--- src/rtl/rf_pkg.sv ---
// Shared widths and the operand bundle for the register-file read stage.
package rf_pkg;

    localparam int DATA_W   = 32'd16;
    localparam int NUM_REGS = 32'd16;
    localparam int AW       = 32'd4;

    typedef struct packed {
        logic [DATA_W-1:0] op1;
        logic [DATA_W-1:0] op2;
        logic [AW-1:0]     dst;
        logic              dst_we;
    } operand_t;

    // R0 is hardwired to zero, so only non-zero indices name real storage.
    function automatic logic reg_live(input logic [AW-1:0] idx);
        return (idx != {AW{1'b0}});
    endfunction

endpackage

--- src/rtl/rf_read_stage_if.sv ---
// Decode, array, write-back and execute-side signals of rf_read_stage.
interface rf_read_stage_if;
    import rf_pkg::*;

    logic                in_valid;
    logic                in_ready;
    logic [AW-1:0]       in_src1;
    logic [AW-1:0]       in_src2;
    logic [AW-1:0]       in_dst;
    logic                in_dst_we;
    logic [NUM_REGS-1:0] rd_en1;
    logic [NUM_REGS-1:0] rd_en2;
    logic [DATA_W-1:0]   bitline1;
    logic [DATA_W-1:0]   bitline2;
    logic                wb_valid;
    logic [AW-1:0]       wb_reg;
    logic [DATA_W-1:0]   wb_data;
    logic [NUM_REGS-1:0] wr_en;
    logic [DATA_W-1:0]   wr_data;
    logic                flush;
    logic                out_valid;
    logic                out_ready;
    logic [DATA_W-1:0]   out_op1;
    logic [DATA_W-1:0]   out_op2;
    logic [AW-1:0]       out_dst;
    logic                out_dst_we;

    modport slave (
        input  in_valid, in_src1, in_src2, in_dst, in_dst_we,
        input  bitline1, bitline2, wb_valid, wb_reg, wb_data,
        input  flush, out_ready,
        output in_ready, rd_en1, rd_en2, wr_en, wr_data,
        output out_valid, out_op1, out_op2, out_dst, out_dst_we
    );

    modport master (
        output in_valid, in_src1, in_src2, in_dst, in_dst_we,
        output bitline1, bitline2, wb_valid, wb_reg, wb_data,
        output flush, out_ready,
        input  in_ready, rd_en1, rd_en2, wr_en, wr_data,
        input  out_valid, out_op1, out_op2, out_dst, out_dst_we
    );

endinterface

--- src/rtl/rf_word_decoder.sv ---
// Index to one-hot word-line decoder; index 0 (R0) never raises a line.
module rf_word_decoder
    import rf_pkg::*;
(
    input  logic                en,
    input  logic [AW-1:0]       idx,
    output logic [NUM_REGS-1:0] onehot
);

    // Word-line decode with R0 suppressed.
    always_comb begin
        onehot = {NUM_REGS{1'b0}};
        if (en && reg_live(idx)) begin
            onehot = {{(NUM_REGS-1){1'b0}}, 1'b1} << idx;
        end else begin
            onehot = {NUM_REGS{1'b0}};
        end
    end

endmodule

--- src/rtl/rf_read_stage.sv ---
// Operand-fetch stage: word-line decode, RAW/WAW scoreboard, valid/ready operand register.
// Optional write-back forwarding is enabled by defining RF_BYPASS_EN.
module rf_read_stage
    import rf_pkg::*;
(
    input  logic            clk,
    input  logic            rst,
    rf_read_stage_if.slave  bus
);

    logic [NUM_REGS-1:0] sb_q, sb_d;
    operand_t            out_q, out_d;
    logic                out_valid_q, out_valid_d;

    logic [NUM_REGS-1:0] rd_en1_s, rd_en2_s, wr_en_s;
    logic [NUM_REGS-1:0] flush_clr_s, set_s;
    logic                byp1_s, byp2_s, hazard_s, in_ready_s, accept_s;
    logic [DATA_W-1:0]   op1_s, op2_s;

    rf_word_decoder u_dec_rd1 (.en(bus.in_valid), .idx(bus.in_src1), .onehot(rd_en1_s));
    rf_word_decoder u_dec_rd2 (.en(bus.in_valid), .idx(bus.in_src2), .onehot(rd_en2_s));
    rf_word_decoder u_dec_wr  (.en(bus.wb_valid), .idx(bus.wb_reg),  .onehot(wr_en_s));

    // Forwarding match of each source against the write-back in flight.
    always_comb begin
`ifdef RF_BYPASS_EN
        byp1_s = bus.wb_valid && (bus.wb_reg == bus.in_src1) && reg_live(bus.in_src1);
        byp2_s = bus.wb_valid && (bus.wb_reg == bus.in_src2) && reg_live(bus.in_src2);
`else
        byp1_s = 1'b0;
        byp2_s = 1'b0;
`endif
    end

    // Hazard detection, handshake and operand selection.
    always_comb begin
        // WAW is checked against the registered scoreboard only, so it stalls
        // even through the cycle of the matching write-back.
        hazard_s   = (reg_live(bus.in_src1) && sb_q[bus.in_src1] && !byp1_s)
                  || (reg_live(bus.in_src2) && sb_q[bus.in_src2] && !byp2_s)
                  || (bus.in_dst_we && reg_live(bus.in_dst) && sb_q[bus.in_dst]);
        in_ready_s = !bus.flush && (!out_valid_q || bus.out_ready) && !hazard_s;
        accept_s   = bus.in_valid && in_ready_s;
        op1_s      = !reg_live(bus.in_src1) ? {DATA_W{1'b0}} :
                     (byp1_s ? bus.wb_data : bus.bitline1);
        op2_s      = !reg_live(bus.in_src2) ? {DATA_W{1'b0}} :
                     (byp2_s ? bus.wb_data : bus.bitline2);
    end

    // Scoreboard update: clears from write-back and flush, then set on accept.
    always_comb begin
        flush_clr_s = (bus.flush && out_valid_q && out_q.dst_we)
                    ? ({{(NUM_REGS-1){1'b0}}, 1'b1} << out_q.dst) : {NUM_REGS{1'b0}};
        set_s       = (accept_s && bus.in_dst_we)
                    ? ({{(NUM_REGS-1){1'b0}}, 1'b1} << bus.in_dst) : {NUM_REGS{1'b0}};
        sb_d        = ((sb_q & ~wr_en_s & ~flush_clr_s) | set_s)
                    & ~{{(NUM_REGS-1){1'b0}}, 1'b1};
    end

    // Output register next state: flush kills, accept loads, consume drains.
    always_comb begin
        out_d       = out_q;
        out_valid_d = out_valid_q;
        if (bus.flush) begin
            out_valid_d = 1'b0;
        end else if (accept_s) begin
            out_valid_d = 1'b1;
            out_d       = '{op1: op1_s, op2: op2_s, dst: bus.in_dst, dst_we: bus.in_dst_we};
        end else if (bus.out_ready) begin
            out_valid_d = 1'b0;
        end else begin
            out_valid_d = out_valid_q;
        end
    end

    // State registers.
    always_ff @(posedge clk) begin
        if (rst) begin
            sb_q        <= {NUM_REGS{1'b0}};
            out_q       <= '{op1: {DATA_W{1'b0}}, op2: {DATA_W{1'b0}}, dst: {AW{1'b0}}, dst_we: 1'b0};
            out_valid_q <= 1'b0;
        end else begin
            sb_q        <= sb_d;
            out_q       <= out_d;
            out_valid_q <= out_valid_d;
        end
    end

    assign bus.in_ready   = in_ready_s;
    assign bus.rd_en1     = rd_en1_s;
    assign bus.rd_en2     = rd_en2_s;
    assign bus.wr_en      = wr_en_s;
    assign bus.wr_data    = bus.wb_data;
    assign bus.out_valid  = out_valid_q;
    assign bus.out_op1    = out_q.op1;
    assign bus.out_op2    = out_q.op2;
    assign bus.out_dst    = out_q.dst;
    assign bus.out_dst_we = out_q.dst_we;

endmodule

--- src/flat_wrapper.sv ---
// flat-port wrapper written by rule: the top's interface ports become plain ports
module rf_read_stage_flat import rf_pkg::*;
  (clk, rst, bus_in_valid, bus_in_src1, bus_in_src2, bus_in_dst, bus_in_dst_we, bus_bitline1, bus_bitline2, bus_wb_valid, bus_wb_reg, bus_wb_data, bus_flush, bus_out_ready, bus_in_ready, bus_rd_en1, bus_rd_en2, bus_wr_en, bus_wr_data, bus_out_valid, bus_out_op1, bus_out_op2, bus_out_dst, bus_out_dst_we);
  rf_read_stage_if bus_i ();
  input  logic clk;
  input  logic rst;
  input wire logic [$bits(bus_i.in_valid)-1:0] bus_in_valid;
  input wire logic [$bits(bus_i.in_src1)-1:0] bus_in_src1;
  input wire logic [$bits(bus_i.in_src2)-1:0] bus_in_src2;
  input wire logic [$bits(bus_i.in_dst)-1:0] bus_in_dst;
  input wire logic [$bits(bus_i.in_dst_we)-1:0] bus_in_dst_we;
  input wire logic [$bits(bus_i.bitline1)-1:0] bus_bitline1;
  input wire logic [$bits(bus_i.bitline2)-1:0] bus_bitline2;
  input wire logic [$bits(bus_i.wb_valid)-1:0] bus_wb_valid;
  input wire logic [$bits(bus_i.wb_reg)-1:0] bus_wb_reg;
  input wire logic [$bits(bus_i.wb_data)-1:0] bus_wb_data;
  input wire logic [$bits(bus_i.flush)-1:0] bus_flush;
  input wire logic [$bits(bus_i.out_ready)-1:0] bus_out_ready;
  output wire logic [$bits(bus_i.in_ready)-1:0] bus_in_ready;
  output wire logic [$bits(bus_i.rd_en1)-1:0] bus_rd_en1;
  output wire logic [$bits(bus_i.rd_en2)-1:0] bus_rd_en2;
  output wire logic [$bits(bus_i.wr_en)-1:0] bus_wr_en;
  output wire logic [$bits(bus_i.wr_data)-1:0] bus_wr_data;
  output wire logic [$bits(bus_i.out_valid)-1:0] bus_out_valid;
  output wire logic [$bits(bus_i.out_op1)-1:0] bus_out_op1;
  output wire logic [$bits(bus_i.out_op2)-1:0] bus_out_op2;
  output wire logic [$bits(bus_i.out_dst)-1:0] bus_out_dst;
  output wire logic [$bits(bus_i.out_dst_we)-1:0] bus_out_dst_we;
  assign bus_i.in_valid = bus_in_valid;
  assign bus_i.in_src1 = bus_in_src1;
  assign bus_i.in_src2 = bus_in_src2;
  assign bus_i.in_dst = bus_in_dst;
  assign bus_i.in_dst_we = bus_in_dst_we;
  assign bus_i.bitline1 = bus_bitline1;
  assign bus_i.bitline2 = bus_bitline2;
  assign bus_i.wb_valid = bus_wb_valid;
  assign bus_i.wb_reg = bus_wb_reg;
  assign bus_i.wb_data = bus_wb_data;
  assign bus_i.flush = bus_flush;
  assign bus_i.out_ready = bus_out_ready;
  assign bus_in_ready = bus_i.in_ready;
  assign bus_rd_en1 = bus_i.rd_en1;
  assign bus_rd_en2 = bus_i.rd_en2;
  assign bus_wr_en = bus_i.wr_en;
  assign bus_wr_data = bus_i.wr_data;
  assign bus_out_valid = bus_i.out_valid;
  assign bus_out_op1 = bus_i.out_op1;
  assign bus_out_op2 = bus_i.out_op2;
  assign bus_out_dst = bus_i.out_dst;
  assign bus_out_dst_we = bus_i.out_dst_we;
  rf_read_stage u_core (.clk(clk), .rst(rst), .bus(bus_i));
endmodule
--- config.mk ---
export PLATFORM = sky130hd
export DESIGN_NAME = rf_read_stage_flat
export DESIGN_NICKNAME = d
export VERILOG_FILES = /design/src/rtl/rf_pkg.sv /design/src/rtl/rf_read_stage_if.sv /design/src/rtl/rf_word_decoder.sv /design/src/rtl/rf_read_stage.sv /design/src/flat_wrapper.sv
export SDC_FILE = /design/constraint.sdc
export NUM_CORES = 1
export LEC_CHECK = 0
export BUFFER_PORTS_ARGS = -buffer_cell sky130_fd_sc_hd__buf_4
export CAP_MARGIN = 20
export CORE_MARGIN = 3
export CORE_UTILIZATION = 46
export DETAILED_ROUTE_END_ITERATION = 7
export PLACE_DENSITY = 0.81
export REMOVE_ABC_BUFFERS = 1
export SKIP_LAST_GASP = 1
export SYNTH_ARGS = -nofsm -noshare
export SYNTH_HDL_FRONTEND = slang
export SYNTH_SLANG_ARGS = --single-unit
--- constraint.sdc ---
create_clock -name clk -period 2.3 [get_ports clk]
set_input_delay 0.115 -clock clk [delete_from_list [all_inputs] [get_ports clk]]
set_output_delay 0.115 -clock clk [all_outputs]
set_load 0.005 [all_outputs]
==> key figures, run 1 <==
Run status
  – Status: completed

Die
  – Vert. Die Dim: around 90 µm
  – Top-Level Pins: 174
  – Core Box Area: about 6900 µm²
  – Horizontal die dimension: 90.8 µm
  – Starting density of the core: between 40% and 50%
  – Site Rows: 30
  – Overall die area: 8240 µm²

Power
  – PnR Total Power: ~2 mW
  – P_leak: between 2 and 2.5 nW
  – Clock share of power: 30.6%
  – Sequential share of power: 48.9%
  – Net switching power of the design: 0.512 mW
  – Areal power density over the cells: about 450 nW/µm²
  – Fraction of power spent switching nets: approximately a quarter
  – Internal power of the cells: about 1.5 mW
  – Worst ir drop on vdd: just under 400 µV
  – Combinational fraction of design power: between 20% and 30%

Clocking
  – TritonCTS clock tree: done
  – Number of buffers inserted during clock tree synthesis: 5
  – Clock root cell: sky130_fd_sc_hd__clkbuf_8
  – Depth of the CTS H-tree: 2
  – Clock Sink Count: between 50 and 60
  – Clock latency reported for the late side of the worst-skew pair: approximately 0.3 ns
  – Clock Pin Slew Worst Setup and Hold Paths: around 0.090 ns
  – Buffer levels on the longest clock path: 2

Synthesis
  – Fraction of synthesized cell area taken by the top area cell type: ~32%
  – Netlist area before placement: ~3300 µm²
  – Largest cells by area after synthesis: sky130_fd_sc_hd__dfxtp_1, sky130_fd_sc_hd__mux2i_1, sky130_fd_sc_hd__nand2b_1
  – Total of flip-flops plus latches after synthesis: between 50 and 60
  – Post-synthesis cell type with the largest combined area: sky130_fd_sc_hd__dfxtp_1
  – Count of cell types in the netlist: 39
  – Synthesized netlist cell count: roughly 400
  – Syn avg cell area: 8.47 µm²
  – Count of warnings emitted by yosys: 0
  – Share of synthesized area occupied by flip-flops and latches: 32.1%

Finish
  – Final non-filler cell total: 602
  – Number of antenna diodes: 0
  – # nets final: between 500 and 600
  – Proportion of layout cells with a drive suffix above 1: a little over a third
  – Area growth, synth to finish: 34.5%
  – Leading cell types in the layout, fill and taps excluded: sky130_fd_sc_hd__buf_4, sky130_fd_sc_hd__dfxtp_1, sky130_fd_sc_hd__nand2b_1
  – Design Area, Final: 4450 µm²
  – Fill cells: about 600
  – Most frequent standard cell in the layout excluding fill and tap cells: sky130_fd_sc_hd__buf_4

STA
  – Number of max-slew violations in the final report: 0
  – Slew at the pin closest to its max-slew limit: about 1 ns
  – Unrepaired setup endpoints after global routing: yes
  – Max Fclk: 440 MHz
  – Number of failing setup endpoints in the final timing report: 0
  – Rel. slew slack: 31.4%
  – Post-layout min period: roughly 2.3 ns
  – Final worst-path cycle share: 98.8%
  – Final Worst Setup Slack: 0.0274 ns
  – Worst clock skew on the final layout: approximately 0.0032 ns
  – Count of final hold-check violations: 0
  – Worst hold-check slack: around 0.053 ns

Job
  – Max-capacitance violation count: 0

Global routing
  – First-pass GRT wire length: roughly 15000 µm
  – Vias in the first global route: roughly 3100
  – Remaining global-route overflow: 0
  – Overall fraction of global-route tracks in use: 22.6%
  – Antenna violations before repair: 0
  – Maximum number of pins on one net before global-route repair: 43

Worst setup path
  – Type of the setup path with the least slack: flip-flop to flip-flop
  – CP required: about 2.5 ns
  – Endpoint kind of the worst setup timing path: flip-flop
  – Category of the worst setup path launch point: flip-flop
  – Arrival time at the worst endpoint: ~2.5 ns
  – Worst-path fanout max: 11

Place
  – IO Port Bufs: ~140
  – Total instance count after detailed placement: 590
  – Routability congestion estimate from global placement: 0.917
  – DP Wirelength: 7510 µm
  – Worst slack at placement: 0.0103 ns
  – Area post-placement: approximately 4300 µm²

Min path
  – Type of the worst min-delay path: input port to flip-flop

Detailed routing
  – Via count: between 3000 and 4000
  – Initial DRC Count: ~250
  – Detail-routed net length per standard cell: roughly 16 µm
  – Post-detailed-routing wire length: ~9800 µm
  – Total iterations of the first detailed-routing run: 5
  – Via density: roughly 5.5
  – Post-route ant nets: 0
  – DRC violation count after routing: 0
[stage by stage]
stage               setup TNS (ns)  utilization (%)
floorplan                   -10.72                -
global placement                 0             62.3
detailed placement               0             62.3
CTS                              0             64.0
global route               -0.0346             64.7
finish                           0             64.7
[power by group through the flow]
stage	logic (mW)	registers (mW)	clock network, mW
after detailed placement	0.397	0.992	0
after global routing	0.445	0.976	0.648
after floorplan	0.164	0.991	0
final	0.408	0.972	0.609
after global placement	0.389	0.992	0
after CTS	0.400	0.972	0.619
[cells by family (layout without fill, tap and decap cells)]
| logic type | after synthesis | count (layout) | synth area share (%) |
|---|---|---|---|
| buffers and inverters | 48 | 162 | 8.18 |
| DFF | 53 | 53 | 32.1 |
| and+or+nand+nor | 197 | 197 | 32.1 |
| muxes | 51 | 51 | 18.3 |
| AOI/OAI and AO/OA | 40 | 40 | 9.20 |
| other | 1 | 3 | 0.113 |
[layout make-up]
cell class | instances | area [µm²] | area share [%]
Tap cell | 96 | 120 | 2.70
Clock buffer | 5 | 68.8 | 1.55
Inverter | 3 | 11.3 | 0.253
Sequential cell | 53 | 1060 | 23.9
Clock inverter | 2 | 35.0 | 0.788
Timing Repair Buffer | 152 | 1140 | 25.7
Multi-Input combinational cell | 291 | 2010 | 45.1
[worst max-delay path, stage by stage (launching register included)]
cell,delay (ns)
sky130_fd_sc_hd__dfxtp_1,0.34
sky130_fd_sc_hd__mux4_2,0.47
sky130_fd_sc_hd__a22oi_1,0.23
sky130_fd_sc_hd__o21ai_1,0.14
sky130_fd_sc_hd__nor4_4,0.36
sky130_fd_sc_hd__nand2_4,0.16
sky130_fd_sc_hd__buf_4,0.18
sky130_fd_sc_hd__mux2_1,0.30
[path summary, 6_finish.rpt]
check                                            start                      to  slack (ns)  cells past startpoint
worst min register to register  u_core.bus.out_op2[13]  u_core.bus.out_op2[13]        0.48                      2
worst max-delay path                   u_core.sb_q[11]   u_core.bus.out_dst_we        0.03                      7
worst max register to register         u_core.sb_q[11]   u_core.bus.out_dst_we        0.03                      7
worst min-delay path                  bus_bitline2[13]  u_core.bus.out_op2[13]        0.05                      3
[routing by layer]
layer	GRT usage [%]	share of wire [%]	vias up
met4	7.53	1.8	0
met5	0	0	-
met1	27.3	40	1542
met2	36.9	46	196
met3	8.42	11	17
li1	-	-	1558
[sequential cells by signal (all words and copies together) (netlist names)]
register	count
u_core.bus.out_valid	1
u_core.sb_q	15
u_core.bus.out_op1	16
u_core.bus.out_op2	16
u_core.bus.out_dst	4
u_core.bus.out_dst_we	1
[synth_stat cells]
cell,instances
sky130_fd_sc_hd__buf_2,6
sky130_fd_sc_hd__or4b_2,3
sky130_fd_sc_hd__o31ai_1,8
sky130_fd_sc_hd__or4_1,1
sky130_fd_sc_hd__mux4_2,7
sky130_fd_sc_hd__a22o_1,1
sky130_fd_sc_hd__nand3_1,7
sky130_fd_sc_hd__a22oi_1,1
sky130_fd_sc_hd__nor2b_1,10
sky130_fd_sc_hd__buf_6,1
sky130_fd_sc_hd__mux2i_1,38
sky130_fd_sc_hd__nand2_2,1
sky130_fd_sc_hd__mux2_1,3
sky130_fd_sc_hd__o21ai_0,14
sky130_fd_sc_hd__o32ai_1,2
sky130_fd_sc_hd__nor4_1,2
sky130_fd_sc_hd__dfxtp_1,53
sky130_fd_sc_hd__inv_1,3
sky130_fd_sc_hd__o22ai_1,1
sky130_fd_sc_hd__or3b_2,2
sky130_fd_sc_hd__and2_1,1
sky130_fd_sc_hd__o41ai_1,2
sky130_fd_sc_hd__conb_1,1
sky130_fd_sc_hd__a221oi_1,3
sky130_fd_sc_hd__or3_1,1
sky130_fd_sc_hd__nor3_1,12
sky130_fd_sc_hd__nor3b_1,12
sky130_fd_sc_hd__a211oi_1,1
sky130_fd_sc_hd__mux2_2,3
sky130_fd_sc_hd__o21bai_1,1
sky130_fd_sc_hd__nand3b_1,9
sky130_fd_sc_hd__nor2_1,41
sky130_fd_sc_hd__nand2_1,42
sky130_fd_sc_hd__buf_4,20
sky130_fd_sc_hd__nor4_4,1
sky130_fd_sc_hd__nand2b_1,52
sky130_fd_sc_hd__clkbuf_1,18
sky130_fd_sc_hd__o21ai_1,2
sky130_fd_sc_hd__o41ai_2,4
[what timing repair did]
action                                 in CTS  in global routing
pin swaps                                   0                  1
resized for setup                           1                  4
setup buffers                               0                  4
hold buffers                                1                  0
setup endpoints to repair                   3                 25
endpoints found under the hold margin       1                  0
Note: power is estimated with default switching activity, not from simulation.
==> inputs of run 2 (changes only) <==
- SETUP_SLACK_MARGIN: default -> 0.4
==> run 2 against run 1 <==
Compared with the run above: clock-buffer cell count did not move; flip-flop and latch count stayed put; die area stayed put; largest cell class unchanged; register-to-register slack improved by 0.10 ns; via count rose by 1.0%; cell area increased by 5.8%; core utilization is 3.8 points higher; critical path depth stayed put; final cell count increased by 0.66%; largest power group unchanged.
==> key figures, run 2 (synthesized netlist as in run 1, its figures left out) <==
Place
  – Routability congestion estimate from global placement: 0.917
  – DP Wirelength: approximately 7500 µm
  – IO Port Bufs: around 140

STA
  – Unrepaired setup endpoints after global routing: yes
  – Slew at the pin closest to its max-slew limit: 1.02 ns
  – Rel. slew slack: approximately a third
  – Max Fclk: between 400 and 500 MHz
  – Worst clock skew on the final layout: about 0.0038 ns
  – Worst hold-check slack: 0.0547 ns
  – Final worst-path cycle share: between 90% and 100%
  – Post-layout min period: 2.18 ns
  – Number of max-slew violations in the final report: 0
  – Count of final hold-check violations: 0
  – Number of failing setup endpoints in the final timing report: 0

Global routing
  – First-pass GRT wire length: ~16000 µm
  – Maximum number of pins on one net before global-route repair: 43
  – Vias in the first global route: ~3200
  – Antenna violations before repair: 0
  – Remaining global-route overflow: 0
  – Overall fraction of global-route tracks in use: 23.8%

Clocking
  – Clock Pin Slew Worst Setup and Hold Paths: about 0.090 ns
  – Clock root cell: sky130_fd_sc_hd__clkbuf_8
  – TritonCTS clock tree: done
  – Number of buffers inserted during clock tree synthesis: 5
  – Clock Sink Count: 53
  – Depth of the CTS H-tree: 2
  – Clock latency reported for the late side of the worst-skew pair: 0.30 ns
  – Buffer levels on the longest clock path: 2

Worst setup path
  – Category of the worst setup path launch point: flip-flop
  – Endpoint kind of the worst setup timing path: primary output
  – CP required: between 2 and 2.5 ns
  – Type of the setup path with the least slack: flip-flop to primary output
  – Arrival time at the worst endpoint: approximately 2.1 ns
  – Startpoint of the worst-slack reg-to-reg timing path: u_core.sb_q[6]
  – Worst-path fanout max: 4
  – Register-to-Register Path Depth: 8
  – Critical path origin: u_core.sb_q[6]

Power
  – Worst ir drop on vdd: approximately 400 µV
  – Areal power density over the cells: approximately 440 nW/µm²
  – Combinational fraction of design power: 22.8%
  – Internal power of the cells: between 1.5 and 2 mW
  – Sequential share of power: 47.4%
  – Clock share of power: between 20% and 30%
  – Fraction of power spent switching nets: a little over a quarter
  – Net switching power of the design: around 0.54 mW
  – P_leak: about 2.2 nW

Detailed routing
  – Post-detailed-routing wire length: slightly above 10000 µm
  – Initial DRC Count: ~290
  – Via density: 5.52
  – Post-route ant nets: 0
  – Total iterations of the first detailed-routing run: 5
  – Detail-routed net length per standard cell: 17.0 µm
  – Via count: between 3000 and 4000
  – DRC violation count after routing: 0

Finish
  – Number of antenna diodes: 0
  – Leading cell types in the layout, fill and taps excluded: sky130_fd_sc_hd__buf_4, sky130_fd_sc_hd__nand2b_1, sky130_fd_sc_hd__dfxtp_1
  – # nets final: 581
  – Fill cells: ~540
  – Proportion of layout cells with a drive suffix above 1: between 40% and 50%
  – Fin util: about two thirds
  – Area growth, synth to finish: 42.4%
  – Most frequent standard cell in the layout excluding fill and tap cells: sky130_fd_sc_hd__buf_4

Run status
  – Status: completed

Min path
  – Type of the worst min-delay path: input port to flip-flop
  – Startpoint of the worst hold path: bus_bitline2[5]
  – Min-Delay Path Depth: 3

Die
  – Site Rows: 30
  – Overall die area: 8240 µm²
  – Top-Level Pins: between 150 and 200
  – Starting density of the core: 48.1%
  – Vert. Die Dim: 90.8 µm
  – Core Box Area: 6870 µm²
  – Horizontal die dimension: just over 90 µm

Job
  – Max-capacitance violation count: 0
[run 2: cell types whose count changed in the layout (fill, tap and decap cells not counted), moves of 3 or more]
cell,previous run,this run
sky130_fd_sc_hd__buf_4,151,145
sky130_fd_sc_hd__o21ai_2,0,3
sky130_fd_sc_hd__buf_12,0,3
sky130_fd_sc_hd__o31ai_1,8,2
sky130_fd_sc_hd__dfxtp_1,53,44
sky130_fd_sc_hd__nand2_8,0,3
sky130_fd_sc_hd__o31ai_2,0,5
sky130_fd_sc_hd__dfxtp_2,0,9
sky130_fd_sc_hd__o21ai_1,3,0
sky130_fd_sc_hd__mux2_1,3,0
[run 2: power groups by stage]
stage,registers (mW),logic [mW],clock network [mW]
3_3_place_gp,0.992,0.389,0
5_1_grt,0.976,0.504,0.661
4_1_cts,0.972,0.457,0.619
3_5_place_dp,0.992,0.397,0
6_report,0.972,0.468,0.610
2_1_floorplan,0.991,0.164,0
[run 2: critical path, stage by stage (launching register included)]
cell and delay (ns):
sky130_fd_sc_hd__dfxtp_2 0.36, sky130_fd_sc_hd__mux4_2 0.45, sky130_fd_sc_hd__nor2b_1 0.15, sky130_fd_sc_hd__o32ai_2 0.12
sky130_fd_sc_hd__nor4_4 0.28, sky130_fd_sc_hd__buf_4 0.19, sky130_fd_sc_hd__buf_4 0.12, sky130_fd_sc_hd__buf_6 0.08
[run 2: metrics by stage]
stage / setup WS, ns / setup TNS [ns] / instances / instance area [µm²] / total power, mW
global route: 0.0618 / 0 / 606 / 4700 / 2.14
CTS: 0.179 / 0 / 606 / 4650 / 2.05
global placement: 0.0615 / 0 / 590 / 4280 / 1.38
floorplan: -0.409 / -10.72 / 347 / 3050 / 1.15
detailed placement: 0.0103 / 0 / 590 / 4280 / 1.39
finish: 0.124 / 0 / 606 / 4700 / 2.05
[run 2: what timing repair did]
action | in CTS | in global routing
pin swaps | 7 | 1
hold buffers | 1 | 0
gates resized for setup | 34 | 14
endpoints found under the hold margin | 1 | 0
gates cloned | 5 | 0
setup endpoints to repair | 54 | 54
buffers inserted | 3 | 0
[run 2: worst paths after layout]
check        slack, ns                endpoint
max               0.12            bus_in_ready
min               0.05   u_core.bus.out_op2[5]
max reg2reg       0.13          u_core.sb_q[2]
min reg2reg       0.48  u_core.bus.out_op2[13]
[run 2: layout make-up]
| type | instances | area, µm² | share of cell area (%) |
|---|---|---|---|
| inverter | 3 | 11.3 | 0.239 |
| tap | 96 | 120 | 2.55 |
| clock buffer | 5 | 68.8 | 1.46 |
| timing repair buffer | 154 | 1270 | 27.0 |
| clock inverter | 2 | 35.0 | 0.745 |
| sequential | 53 | 1070 | 22.8 |
| multi-input combinational | 293 | 2130 | 45.2 |
[run 2: per-layer routing]
metal / global-route usage, % / vias up / wire [µm]
li1: - / 1570 / -
met1: 28.3 / 1568 / 4130
met2: 40.4 / 189 / 4930
met3: 8.17 / 19 / 1050
met4: 7.40 / 0 / 221
met5: 0 / - / 0
==> inputs of run 3 (changes only) <==
- CELL_PAD_IN_SITES_DETAIL_PLACEMENT: default -> 0
- CELL_PAD_IN_SITES_GLOBAL_PLACEMENT: default -> 1
- CORE_UTILIZATION: 46 -> 32
- PLACE_DENSITY: 0.81 -> default
- PLACE_DENSITY_LB_ADDON: default -> 0.3
==> run 3 against run 2 <==
Compared with the run above: via count down 2.1%; clock power fell by 10%; highest routed layer unchanged; register-to-register slack got worse by 0.02 ns; non-clock buffer count increased by 4; clock skew increased by 0.0094 ns.
==> key figures, run 3 (synthesized netlist as in run 1, its figures left out) <==
Run status
  – Status: completed

Finish
  – Fin util: between 40% and 50%
  – Fill cells: between 900 and 1000
  – Leading cell types in the layout, fill and taps excluded: sky130_fd_sc_hd__buf_4, sky130_fd_sc_hd__nand2b_1, sky130_fd_sc_hd__dfxtp_1
  – Proportion of layout cells with a drive suffix above 1: a little over two fifths
  – Most frequent standard cell in the layout excluding fill and tap cells: sky130_fd_sc_hd__buf_4
  – Final non-filler cell total: 646
  – # nets final: 583
  – Area growth, synth to finish: 44.9%
  – Number of antenna diodes: 0

Worst setup path
  – Category of the worst setup path launch point: flip-flop
  – Startpoint of the worst-slack reg-to-reg timing path: u_core.sb_q[11]
  – Worst reg2reg endpoint: u_core.sb_q[15]
  – Slack of the worst reg-to-reg path: between 0.1 and 0.15 ns
  – CP required: about 2.5 ns
  – Register-to-Register Path Depth: 7
  – Type of the setup path with the least slack: flip-flop to flip-flop
  – Endpoint kind of the worst setup timing path: flip-flop
  – Arrival time at the worst endpoint: 2.40 ns
  – Worst-path fanout max: 8

Power
  – Worst ir drop on vdd: between 200 and 250 µV
  – Areal power density over the cells: a little over 400 nW/µm²
  – PnR Total Power: approximately 2 mW
  – P_leak: 2.25 nW

Global routing
  – Remaining global-route overflow: 0
  – Overall fraction of global-route tracks in use: 18.0%
  – Vias in the first global route: about 3200
  – First-pass GRT wire length: ~17000 µm
  – Antenna violations before repair: 0
  – Maximum number of pins on one net before global-route repair: 44

STA
  – Unrepaired setup endpoints after global routing: yes
  – Final worst-path cycle share: between 90% and 100%
  – Worst hold-check slack: 0.0388 ns
  – Number of failing setup endpoints in the final timing report: 0
  – Number of max-slew violations in the final report: 0
  – Accumulated negative setup slack: 0 ns
  – Post-layout min period: between 2 and 2.5 ns
  – Rel. slew slack: between 50% and 60%
  – Worst clock skew on the final layout: 0.0132 ns
  – Slew at the pin closest to its max-slew limit: around 0.62 ns
  – Count of final hold-check violations: 0
  – Max Fclk: roughly 460 MHz

Die
  – Vert. Die Dim: 108 µm
  – Horizontal die dimension: 108 µm
  – Site Rows: 36
  – Starting density of the core: ~33%
  – Core Box Area: 9910 µm²
  – Top-Level Pins: about 170
  – Overall die area: roughly 12000 µm²

Clocking
  – TritonCTS clock tree: done
  – Number of buffers inserted during clock tree synthesis: 5
  – Clock Pin Slew Worst Setup and Hold Paths: 0.11 ns
  – Clock latency reported for the late side of the worst-skew pair: approximately 0.31 ns
  – Depth of the CTS H-tree: 2
  – Clock root cell: sky130_fd_sc_hd__clkbuf_8
  – Clock Sink Count: 53
  – Buffer levels on the longest clock path: 2

Min path
  – Hold-critical path endpoint: u_core.bus.out_op2[8]
  – Min-Delay Path Depth: 3
  – Type of the worst min-delay path: input port to flip-flop
  – Startpoint of the worst hold path: bus_bitline2[8]

Place
  – Total instance count after detailed placement: roughly 630
  – DP Wirelength: roughly 8000 µm
  – IO Port Bufs: between 100 and 150
  – Routability congestion estimate from global placement: between 0.9 and 1

Detailed routing
  – Total iterations of the first detailed-routing run: 4
  – DRC violation count after routing: 0
  – Via density: roughly 5.1
  – Initial DRC Count: 204
  – Post-detailed-routing wire length: 11000 µm
  – Detail-routed net length per standard cell: 17.0 µm
  – Via count: between 3000 and 4000
  – Post-route ant nets: 0

Job
  – Max-capacitance violation count: 0
## run 3: changes by cell type in the layout (fill, tap and decap cells not counted), moves of 2 or more
cell,previous run,this run
sky130_fd_sc_hd__mux2_2,5,3
sky130_fd_sc_hd__clkbuf_16,0,3
sky130_fd_sc_hd__nand2_8,3,0
sky130_fd_sc_hd__o31ai_2,5,3
sky130_fd_sc_hd__mux2_4,1,3
## run 3: metrics by stage
| step | area [µm²] | setup WS, ns |
|---|---|---|
| floorplan | 3050 | -0.409 |
| global placement | 4370 | 0.137 |
| detailed placement | 4370 | 0.0716 |
| CTS | 4600 | 0.156 |
| global route | 4790 | 0.0637 |
| finish | 4790 | 0.109 |
## run 3: how the worst max path moves through the flow
stage / start / end / slack [ns] / cells past startpoint
2_1_floorplan: u_core.sb_q[11] / u_core.bus.out_dst_we / -0.41 / 6
3_3_place_gp: u_core.sb_q[11] / u_core.bus.out_valid / 0.14 / 8
3_5_place_dp: u_core.sb_q[11] / u_core.sb_q[6] / 0.07 / 7
4_1_cts: u_core.sb_q[7] / u_core.sb_q[6] / 0.16 / 7
5_1_grt: u_core.sb_q[11] / u_core.sb_q[5] / 0.06 / 8
6_report: u_core.sb_q[11] / u_core.sb_q[15] / 0.11 / 7
## run 3: critical path, stage by stage, from the launching register on
cell and delay (ns):
sky130_fd_sc_hd__dfxtp_2 0.34, sky130_fd_sc_hd__mux4_2 0.47, sky130_fd_sc_hd__a22oi_2 0.20, sky130_fd_sc_hd__o21ai_2 0.10
sky130_fd_sc_hd__nor4_4 0.30, sky130_fd_sc_hd__nand2_2 0.18, sky130_fd_sc_hd__clkbuf_16 0.22, sky130_fd_sc_hd__o31ai_1 0.28
## run 3: timing repair
item,4_1_cts,5_1_grt
gates cloned,2,3
setup endpoints to repair,54,54
setup buffers,2,0
endpoints found under the hold margin,1,0
hold buffers,1,0
resized for setup,21,17
pin swaps,6,11
## run 3: area by class of cell
class	count	area, µm²	share of cell area [%]
multi-input cells	291	2110	44.1
repair buffers	158	1340	27.9
flip-flops and latches	53	1070	22.4
well taps	133	166	3.48
clock buffers	5	68.8	1.44
clock inverters	3	21.3	0.444
inverters	3	11.3	0.235
## run 3: report_power, final
group	internal, mW	total, mW	switching, mW
combinational	0.252	0.475	0.222
sequential	0.949	0.971	0.0218
clock	0.217	0.546	0.329
total	1.42	1.99	0.573
## run 3: routing by layer
metal | wire length, µm | vias up | share of wire, % | track usage (%)
met5 | 0 | - | 0 | 0
met4 | 210 | 0 | 1.9 | 5.23
met3 | 1160 | 17 | 11 | 6.84
met2 | 4960 | 170 | 45 | 27.7
met1 | 4630 | 1516 | 42 | 23.5
li1 | - | 1573 | - | -
